==> config.mk <==
export PLATFORM = sky130hd
export DESIGN_NAME = div_unit
export DESIGN_NICKNAME = d
export VERILOG_FILES = /design/src/rtl/div_unit.sv
export SDC_FILE = /design/constraint.sdc
export NUM_CORES = 1
export LEC_CHECK = 0
export CAP_MARGIN = 20
export CORE_ASPECT_RATIO = 2
export CORE_UTILIZATION = 45
export CTS_CLUSTER_SIZE = 10
export DETAILED_ROUTE_END_ITERATION = 8
export PLACE_DENSITY = 0.64
export SYNTH_ARGS = -nofsm -noshare
export SYNTH_HDL_FRONTEND = slang
export SYNTH_SLANG_ARGS = --single-unit
==> constraint.sdc <==
create_clock -name clk -period 9.81 [get_ports clk]
set_input_delay 1.962 -clock clk [delete_from_list [all_inputs] [get_ports clk]]
set_output_delay 1.962 -clock clk [all_outputs]
set_load 0.05 [all_outputs]
==> src/rtl/div_unit.sv <==
// Multi-cycle radix-2 restoring divider for the EX-stage divide handshake.
// Returns {remainder, quotient}; one divide in flight, operands captured at acceptance.
module div_unit #(
  parameter int DATA_W = 32
) (
  input  logic                  clk,
  input  logic                  rst,
  input  logic                  signed_div_i,
  input  logic [DATA_W-1:0]     opdata1_i,
  input  logic [DATA_W-1:0]     opdata2_i,
  input  logic                  start_i,
  input  logic                  annul_i,
  output logic [2*DATA_W-1:0]   result_o,
  output logic                  ready_o
);

  localparam logic [1:0] ST_FREE   = 2'd0;
  localparam logic [1:0] ST_BYZERO = 2'd1;
  localparam logic [1:0] ST_ON     = 2'd2;
  localparam logic [1:0] ST_END    = 2'd3;

  localparam logic [5:0] LAST_ITER = 6'(DATA_W - 1);

  logic [1:0]          state_r;
  logic [5:0]          cnt_r;
  logic [DATA_W-1:0]   dvd_r;
  logic [DATA_W-1:0]   dvs_r;
  logic [DATA_W-1:0]   rem_r;
  logic [DATA_W-1:0]   quo_r;
  logic                neg_q_r;
  logic                neg_rem_r;
  logic [2*DATA_W-1:0] res_r;

  logic [DATA_W-1:0]   abs1_s;
  logic [DATA_W-1:0]   abs2_s;
  logic [DATA_W:0]     shift_s;
  logic [DATA_W:0]     diff_s;
  logic                fits_s;
  logic [DATA_W-1:0]   rem_nxt_s;
  logic [DATA_W-1:0]   quo_nxt_s;
  logic [DATA_W-1:0]   quo_fix_s;
  logic [DATA_W-1:0]   rem_fix_s;

  // Operand magnitudes, one restoring step, and the sign fix for the final step
  always_comb begin
    abs1_s    = opdata1_i;
    abs2_s    = opdata2_i;
    shift_s   = {rem_r, dvd_r[DATA_W-1]};
    diff_s    = shift_s - {1'b0, dvs_r};
    fits_s    = ~diff_s[DATA_W];
    rem_nxt_s = shift_s[DATA_W-1:0];
    quo_nxt_s = {quo_r[DATA_W-2:0], fits_s};
    quo_fix_s = quo_nxt_s;
    rem_fix_s = rem_nxt_s;
    if (signed_div_i && opdata1_i[DATA_W-1]) begin
      abs1_s = -opdata1_i;
    end else begin
      abs1_s = opdata1_i;
    end
    if (signed_div_i && opdata2_i[DATA_W-1]) begin
      abs2_s = -opdata2_i;
    end else begin
      abs2_s = opdata2_i;
    end
    // A remainder below the divisor always fits the low bits of the difference
    if (fits_s) begin
      rem_nxt_s = diff_s[DATA_W-1:0];
    end else begin
      rem_nxt_s = shift_s[DATA_W-1:0];
    end
    if (neg_q_r) begin
      quo_fix_s = -quo_nxt_s;
    end else begin
      quo_fix_s = quo_nxt_s;
    end
    if (neg_rem_r) begin
      rem_fix_s = -rem_nxt_s;
    end else begin
      rem_fix_s = rem_nxt_s;
    end
  end

  // Divider FSM, datapath registers and registered outputs
  always_ff @(posedge clk) begin
    if (rst) begin
      state_r   <= ST_FREE;
      cnt_r     <= 6'd0;
      dvd_r     <= '0;
      dvs_r     <= '0;
      rem_r     <= '0;
      quo_r     <= '0;
      neg_q_r   <= 1'b0;
      neg_rem_r <= 1'b0;
      res_r     <= '0;
      ready_o   <= 1'b0;
      result_o  <= '0;
    end else begin
      case (state_r)
        ST_FREE: begin
          ready_o  <= 1'b0;
          result_o <= '0;
          if (start_i && !annul_i) begin
            dvd_r     <= abs1_s;
            dvs_r     <= abs2_s;
            neg_q_r   <= signed_div_i & (opdata1_i[DATA_W-1] ^ opdata2_i[DATA_W-1]);
            neg_rem_r <= signed_div_i & opdata1_i[DATA_W-1];
            cnt_r     <= 6'd0;
            rem_r     <= '0;
            quo_r     <= '0;
            if (opdata2_i == '0) begin
              state_r <= ST_BYZERO;
            end else begin
              state_r <= ST_ON;
            end
          end else begin
            state_r <= ST_FREE;
          end
        end
        ST_BYZERO: begin
          if (annul_i) begin
            state_r <= ST_FREE;
          end else begin
            res_r   <= '0;
            state_r <= ST_END;
          end
        end
        ST_ON: begin
          if (annul_i) begin
            state_r <= ST_FREE;
          end else begin
            rem_r <= rem_nxt_s;
            quo_r <= quo_nxt_s;
            dvd_r <= {dvd_r[DATA_W-2:0], 1'b0};
            cnt_r <= cnt_r + 6'd1;
            if (cnt_r == LAST_ITER) begin
              res_r   <= {rem_fix_s, quo_fix_s};
              state_r <= ST_END;
            end else begin
              state_r <= ST_ON;
            end
          end
        end
        ST_END: begin
          if (annul_i || !start_i) begin
            state_r  <= ST_FREE;
            ready_o  <= 1'b0;
            result_o <= '0;
          end else begin
            state_r  <= ST_END;
            ready_o  <= 1'b1;
            result_o <= res_r;
          end
        end
        default: begin
          state_r  <= ST_FREE;
          ready_o  <= 1'b0;
          result_o <= '0;
        end
      endcase
    end
  end

endmodule
# After elaboration in Yosys (flattened, before gate mapping)
# Cells that the tools add are included.
[word_totals]
register_bits = 266
in_bits = 69
elab_cells = 74
[classes]
add_sub_neg = 6
eq_ne = 8
n_mux = 31
n_bitwise = 4
reduce_logical = 14
[ops]
columns = ["operator", "n"]
rows = [
  ["$mux W32", 9],
  ["$mux W64", 4],
  ["$pmux W64 S2", 2],
  ["$neg A32 Y32", 4],
  ["$pmux W32 S2", 2],
  ["$pmux W31 S2", 1],
  ["$sub A33 B32 Y33", 1],
  ["$logic_not A32 Y1", 1],
  ["$mux W31", 1],
  ["$mux W6", 2],
  ["$pmux W6 S2", 1],
  ["$mux W2", 5],
  ["$ne A2 B2 Y1 const B", 4],
  ["$pmux W2 S4", 1],
  ["$add A6 B1 Y6 const B", 1],
  ["$eq A6 B5 Y1 const B", 1],
  ["$reduce_bool A2 Y1", 3],
  ["$eq A2 B2 Y1 const B", 2],
  ["$reduce_and A4 Y1", 1],
  ["$logic_and A1 B1 Y1", 3],
  ["$reduce_and A3 Y1", 1],
  ["$and A1 B1 Y1", 2],
  ["$eq A2 B1 Y1 const B", 1],
  ["$logic_not A1 Y1", 2],
  ["7 further kinds", 8],
]

# Depth between registers and ports, before layout
# Gate-level depths: netlist of the first run.
[logic_depth]
word_depth = 7
mapped_depth = 26
mapped_depth_nobuf = 23

# Least setup slack after synthesis of the first run
# Ideal clock, no wire load.
[synth_timing]
path_type = "reg-to-reg"
startpoint = "register dvd_r[31]"
endpoint = "register res_r[62]"
setup_ns = 0.077
t_arrival_ns = 4.903
t_required_ns = 9.733
setup_slack_ns = 4.831
path_stages_with_launch = 26
n_path_buf = 3
cell_sequence = "dfxtp_1 -> inv_1 -> ha_1 -> inv_1 -> fa_1 -> a211oi_2 -> o211ai_1 -> nand2_1 -> a221oi_2 -> mux2i_2 -> nor2_8 -> inv_4 -> buf_6 -> buf_2 -> buf_2 -> o21ai_0 -> inv_1 -> ha_1 -> nand2_1 -> or4_1 -> nor4_2 -> nand3_1 -> o311ai_0 -> nand2_1 -> or4b_1 -> a41oi_2"
[synth_between]
elab_chain_len = 7
[synth_rtl]
columns = ["item", "line_no", "rtl"]
rows = [
  ["start, declared", "26", "logic [DATA_W-1:0] dvd_r;"],
  ["start signal, assigned", "103", "dvd_r <= abs1_s;"],
  ["start signal, assigned", "133", "dvd_r <= {dvd_r[DATA_W-2:0], 1'b0};"],
  ["$sub A33 B32 Y33", "49", "diff_s = shift_s - {1'b0, dvs_r};"],
  ["$mux W32 (*)", "66", "if (fits_s) begin"],
  ["$neg A32 Y32", "77", "rem_fix_s = -rem_nxt_s;"],
  ["$mux W32 (*)", "76", "if (neg_rem_r) begin"],
  ["$mux W64 (*)", "135", "if (cnt_r == LAST_ITER) begin"],
  ["$mux W64 (*)", "128", "if (annul_i) begin"],
  ["$pmux W64 S2 (*)", "98", "case (state_r)"],
  ["end signal, assigned", "136", "res_r <= {rem_fix_s, quo_fix_s};"],
  ["end, declared", "32", "logic [2*DATA_W-1:0] res_r;"],
]
# Mark *: on every way between the ends. The rest lies on a longest branch, timed or not. The select of a mux whose other input is x is not followed.
# A chain may end at the register's enable or synchronous reset.

# Final worst setup path of the first run
[layout_timing]
startpoint = "register dvd_r[31]"
endpoint = "register res_r[60]"
# Same word-level chain as after synthesis.

==> results of run 1 <==
-- report_power, final --
group	switching [mW]	total [mW]	internal, mW
Sequential	0.00825	1.10	1.10
Combinational	0.209	0.326	0.117
Clock	0.421	0.980	0.559
Total	0.638	2.41	1.77
-- placed cells by master, fill, tap and decap left out, types with 18 or more instances in the layout --
cell type,n
nand2_1,254
inv_1,55
clkbuf_16,31
clkdlybuf4s50_1,132
xnor2_1,80
a22oi_1,123
xor2_1,61
dfxtp_1,266
nor3_1,39
o21ai_1,18
nand4_1,18
nor2_1,261
nand3_1,63
nor4_1,19
a211oi_1,28
ha_1,39
a21oi_1,154
o21ai_0,97
-- path summary, 6_finish.rpt --
| check | startpoint | end | slack (ns) | depth (start not counted) |
|---|---|---|---|---|
| worst min-delay path | res_r[56] | res_r[56] | 0.45 | 2 |
| worst min register to register | res_r[56] | res_r[56] | 0.45 | 2 |
| worst max register to register | dvd_r[31] | res_r[60] | 3.79 | 22 |
| worst max-delay path | dvd_r[31] | res_r[60] | 3.79 | 22 |
-- worst max-delay path, delay by kind of cell (launching register included) --
family	cells	cell delay, ns
compound gates	7	1.81
simple gates	6	1.50
buf+inv	4	0.76
fa+ha+maj	3	0.63
mux	1	0.55
flops	1	0.42
xor+xnor	1	0.16
-- per-stage QoR --
| step | area (um^2) | worst slack, ns | std cells |
|---|---|---|---|
| CTS | 16980 | 3.837 | 2395 |
| floorplan | 14710 | 4.831 | 1917 |
| global placement | 16180 | 4.009 | 2361 |
| detailed placement | 16180 | 3.862 | 2361 |
| finish | 17050 | 3.790 | 2398 |
| global route | 17050 | 3.382 | 2398 |
-- cell families after synthesis --
| family | share of synthesized area |
|---|---|
| and+or+nand+nor | 0.2211 |
| adders and majority gates | 0.03624 |
| DFF | 0.3621 |
| xor gates and xnor gates | 0.08397 |
| AOI/OAI and AO/OA | 0.2364 |
| buffers and inverters | 0.05011 |
| muxes | 0.01004 |
-- flip-flops by register name (all words and copies together), names as in the netlist --
name and cells:
cnt_r 6, dvs_r 32, ready_o 1, neg_rem_r 1, neg_q_r 1, state_r 2
dvd_r 32, quo_r 31, rem_r 32, result_o 64, res_r 64
-- metal layers --
metal | vias up | track usage
li1 | 6884 | -
met1 | 6430 | 0.2816
met2 | 299 | 0.4791
met3 | 79 | 0.02092
met4 | 0 | 0.1114
met5 | - | 0
-- layout make-up --
cell class	instances	area, um^2
clock buffers	34	797.0
fillers	3191	15180
inverters	57	216.5
multi-input cells	1466	8671
flip-flops and latches	266	5325
well taps	427	534.3
repair buffers	148	1510
==> metrics, run 1 <==
status=finished, final reports clean; Via Count=13.69k; Die W=129.8 um; ys async rst share=0; via/cell ratio=5.710; Most used DFF post-synth=dfxtp_1; largest net degree at the start of global routing=151; core area=32,230 um^2; die area=33,450 um^2; Fin Setup TNS=0 ns; DR WL/cell=17.60 um; clock sink count=266; CP required=10.21 ns; critical path class=flip-flop to flip-flop; Post-DRT Antenna Nets=0; highest routed metal layer=met4; synthesized flop and latch total=266; DRT iter0 DRCs=914; drt pass-1 iters=5; critical path, cell by cell=inv_1, ha_1, inv_1, fa_1, a211oi_2, o211ai_1, nand2_1, a221oi_2, mux2i_2, nor2_8, inv_4, o21ai_0, inv_1, ha_1, nand2_1, or4_1, nor4_2, nand4_1, a222oi_1, a21oi_1, xnor2_1, o21ai_0; Max Cap Viol=0; critical path's largest stage delay=0.55 ns; Bufs on Longest Clock Path=3; RSZ-0062 raised after global routing=no; port bufs=133; metal2 WL=22,680 um; f_max=0.1661 GHz; Yosys top cell by area=dfxtp_1; chip height=257.7 um; CTS Buf Count=30; Tot Pwr=2.409 mW; vias in the first global route=13.16k; row cnt=93; hold slack=0.4500 ns; number of gates resized after CTS=0; post-synthesis sequential area ratio=0.3621; Worst-path clk slew=0.06 ns; io pins=134; initial antenna violation count=0; Mapped Nets=2,028; drt total wl=42,190 um; Met3 Wirelength=1199 um; Mapped Cells=1,917; CP Data Arrival Time=6.42 ns; worst vdd ir=0.1264 mV; top cells by area, synth=dfxtp_1 36%, nor2_1 6.7%, nand2_1 6.5%, a22oi_1 6.3%, a21oi_1 5.3%; starting density of the core=0.4563; Post-synth EDFFs=0; H-tree levels=1; relative slew slack=0.3339; fin. max-slew vios=0; most common cell in the synthesized netlist=dfxtp_1; residual DRC count=0; Mapped Area=14,710 um^2; first-pass GRT wire length=67,990 um; TritonCTS clock tree=built; Synth top area share=0.3621; Crit-path slowest cell=mux2i_2; fraction of layout cells with a size suffix above 1=0.04160; Tightest Pin Transition=0.9992 ns; Avg Inst Size Synth=7.672 um^2; post-CTS setup buffers=0; Hold-fix buffers, CTS=0; Synth cell types=81; power density over cell area=141.3 nW/um^2; synth cell count leaders=266 x dfxtp_1, 261 x nor2_1, 254 x nand2_1; Setup violations, final=0; Final nets=2,080; Min-Delay Path Class=flip-flop to flip-flop; synth-to-layout area growth=15.96%; CP Capture Type=flip-flop; clock root buffer=clkbuf_16; post-detail-place hpwl=30,760 um; final hold violations=0; fin util=0.5291; Final GP Congestion=0.9224; startpoint types=flip-flop; wl on met1=16,640 um; worst-skew pair later-pin latency=0.56 ns; Synth warnings=0; fin crit share=0.6137; grt ovf=0; clk_skew=0.01453 ns; most used cell, CP=inv_1; Lkg Pwr=6.114 nW; Global Route Usage Sum=0.2537; worst-path maximum fanout=58; min Tclk post-route=6.020 ns; diode count=0
Power figures use the tool's default switching activity.
==> run 2, diff against run 1 <==
--- a/config.mk
+++ b/config.mk
@@ -10,7 +10,7 @@
 export CORE_UTILIZATION = 45
 export CTS_CLUSTER_SIZE = 10
 export DETAILED_ROUTE_END_ITERATION = 8
-export PLACE_DENSITY = 0.64
+export PLACE_DENSITY = 0.66
 export SYNTH_ARGS = -nofsm -noshare
 export SYNTH_HDL_FRONTEND = slang
 export SYNTH_SLANG_ARGS = --single-unit
==> constraint.sdc (replaced) <==
create_clock -name clk -period 5.1 [get_ports clk]
set_input_delay 1.02 -clock clk [delete_from_list [all_inputs] [get_ports clk]]
set_output_delay 1.02 -clock clk [all_outputs]
set_load 0.05 [all_outputs]
==> run 2 against run 1 <==
  * Combinational power increased by 100%
  * Final cell count increased by 1.2%
  * Global-route usage rose by 0.67 points
  * Highest routed layer unchanged
  * Non-clock buffer count grew 27
  * Critical endpoint is now res_r[62]
  * First-iteration DRC count fell by 17%
  * Clock-buffer cell count rose by 1
  * Clock skew fell by 0.0039 ns
  * Core utilization rose by 0.61 points
  * Worst hold slack improved by 0.00056 ns
==> metrics, run 2 (same netlist as run 1, synthesis figures left out) <==
status=finished, final reports clean (unchanged); CTS Buf Count=30 (unchanged); fraction of layout cells with a size suffix above 1=0.05603 (was 0.04160); drt pass-1 iters=5 (unchanged); wl on met1=16,510 um (was 16,640 um); die area=33,450 um^2 (unchanged); vias in the first global route=13.42k (was 13.16k); port bufs=133 (unchanged); TritonCTS clock tree=built (unchanged); clock root buffer=clkbuf_16 (unchanged); DRT iter0 DRCs=755 (was 914); CP Data Arrival Time=5.29 ns (was 6.42 ns); hold slack=0.4506 ns (was 0.4500 ns); row cnt=93 (unchanged); Global Route Usage Sum=0.2604 (was 0.2537); Max Cap Viol=0 (unchanged); chip height=257.7 um (unchanged); Final GP Congestion=0.9362 (was 0.9224); fin. max-slew vios=0 (unchanged); Tightest Pin Transition=1.121 ns (was 0.9992 ns); CP required=5.58 ns (was 10.21 ns); Tot Pwr=4.661 mW (was 2.409 mW); Worst-path clk slew=0.06 ns (about the same); grt ovf=0 (unchanged); fin crit share=0.9426 (was 0.6137); first-pass GRT wire length=69,100 um (was 67,990 um); Met3 Wirelength=1560 um (was 1199 um); Die W=129.8 um (unchanged); worst vdd ir=0.2290 mV (was 0.1264 mV); worst-path maximum fanout=6 (was 58); diode count=0 (unchanged); starting density of the core=0.4563 (unchanged); min Tclk post-route=4.807 ns (was 6.020 ns); startpoint types=flip-flop (unchanged); synth-to-layout area growth=17.30% (was 15.96%); fin util=0.5352 (was 0.5291); highest routed metal layer=met4 (unchanged); post-detail-place hpwl=32,420 um (was 30,760 um); largest registers=res_r (64), result_o (64) (unchanged); largest net degree at the start of global routing=102 (was 151); H-tree levels=1 (unchanged); final hold violations=0 (unchanged); via/cell ratio=5.758 (was 5.710); initial antenna violation count=0 (unchanged); Setup violations, final=0 (unchanged); metal2 WL=23,300 um (was 22,680 um); power density over cell area=270.2 nW/um^2 (was 141.3 nW/um^2); Post-DRT Antenna Nets=0 (unchanged); CP Capture Type=flip-flop (unchanged); clk_skew=0.01062 ns (was 0.01453 ns); clock sink count=266 (unchanged); most frequent cells in the layout=266 x dfxtp_1, 261 x nor2_1, 254 x nand2_1 (unchanged); f_max=0.2080 GHz (was 0.1661 GHz); relative slew slack=0.2529 (was 0.3339); Final nets=2,107 (was 2,080); drt total wl=43,580 um (was 42,190 um); worst-skew pair later-pin latency=0.56 ns (about the same); Hold-fix buffers, CTS=0 (unchanged); Lkg Pwr=6.240 nW (was 6.114 nW); Fin Setup TNS=0 ns (unchanged); Min-Delay Path Class=flip-flop to flip-flop (unchanged); residual DRC count=0 (unchanged); commonest non-fill, non-tap cell in the layout=dfxtp_1 (unchanged); critical path class=flip-flop to flip-flop (unchanged); DR WL/cell=17.97 um (was 17.60 um); io pins=134 (unchanged); RSZ-0062 raised after global routing=no (unchanged); core area=32,230 um^2 (unchanged); Bufs on Longest Clock Path=3 (unchanged); Via Count=13.97k (was 13.69k)
run 2: final timing paths:
kind / from / end / slack (ns) / depth (start not counted)
setup reg to reg: dvd_r[31] / res_r[62] / 0.29 / 21
setup / recovery: dvd_r[31] / res_r[62] / 0.29 / 21
hold reg to reg: dvd_r[16] / dvd_r[16] / 0.45 / 2
hold / removal: dvd_r[16] / dvd_r[16] / 0.45 / 2
run 2: area by class of cell:
cell class / count / area (um^2)
flip-flops and latches: 266 / 5325
inverters: 57 / 216.5
well taps: 427 / 534.3
multi-input cells: 1466 / 8717
fillers: 3220 / 14980
repair buffers: 175 / 1668
clock buffers: 35 / 790.8
run 2: where the power goes:
group	internal [mW]	switching, mW	total (mW)
logic	0.237	0.424	0.661
clock network	1.07	0.812	1.88
registers	2.11	0.0146	2.12
run 2: stage by stage:
stage	std cells	setup WS [ns]	area, um^2
2_1_floorplan	1917	0.1208	14710
3_3_place_gp	2389	0.3048	16380
3_5_place_dp	2389	0.1314	16380
4_1_cts	2424	0.1224	17170
5_1_grt	2426	0.009367	17250
6_report	2426	0.2928	17250
run 2: worst max-delay path, stage by stage (launching register included):
cell and delay (ns):
dfxtp_1 0.31, inv_1 0.05, ha_1 0.15, inv_1 0.05, fa_1 0.41, a211oi_2 0.33
o211ai_1 0.17, nand2_1 0.19, a221oi_4 0.10, mux2i_2 0.16, buf_4 0.16, nor2_8 0.18
mux2i_4 0.28, ha_2 0.24, nand2_1 0.07, or4_4 0.44, nor4_4 0.32, nand3_1 0.17
o311ai_2 0.14, nand2_1 0.10, or4b_1 0.51, a41oi_2 0.20
run 2: repair_timing:
| action | CTS | global route |
|---|---|---|
| setup endpoints to repair | 0 | 5 |
| gates resized for setup | 0 | 8 |
| setup buffers | 0 | 1 |
run 2: per-layer routing:
metal | track usage | vias to the layer above
met3 | 0.02362 | 115
met2 | 0.4877 | 372
met1 | 0.2827 | 6556
met4 | 0.1353 | 0
met5 | 0 | -
li1 | - | 6926
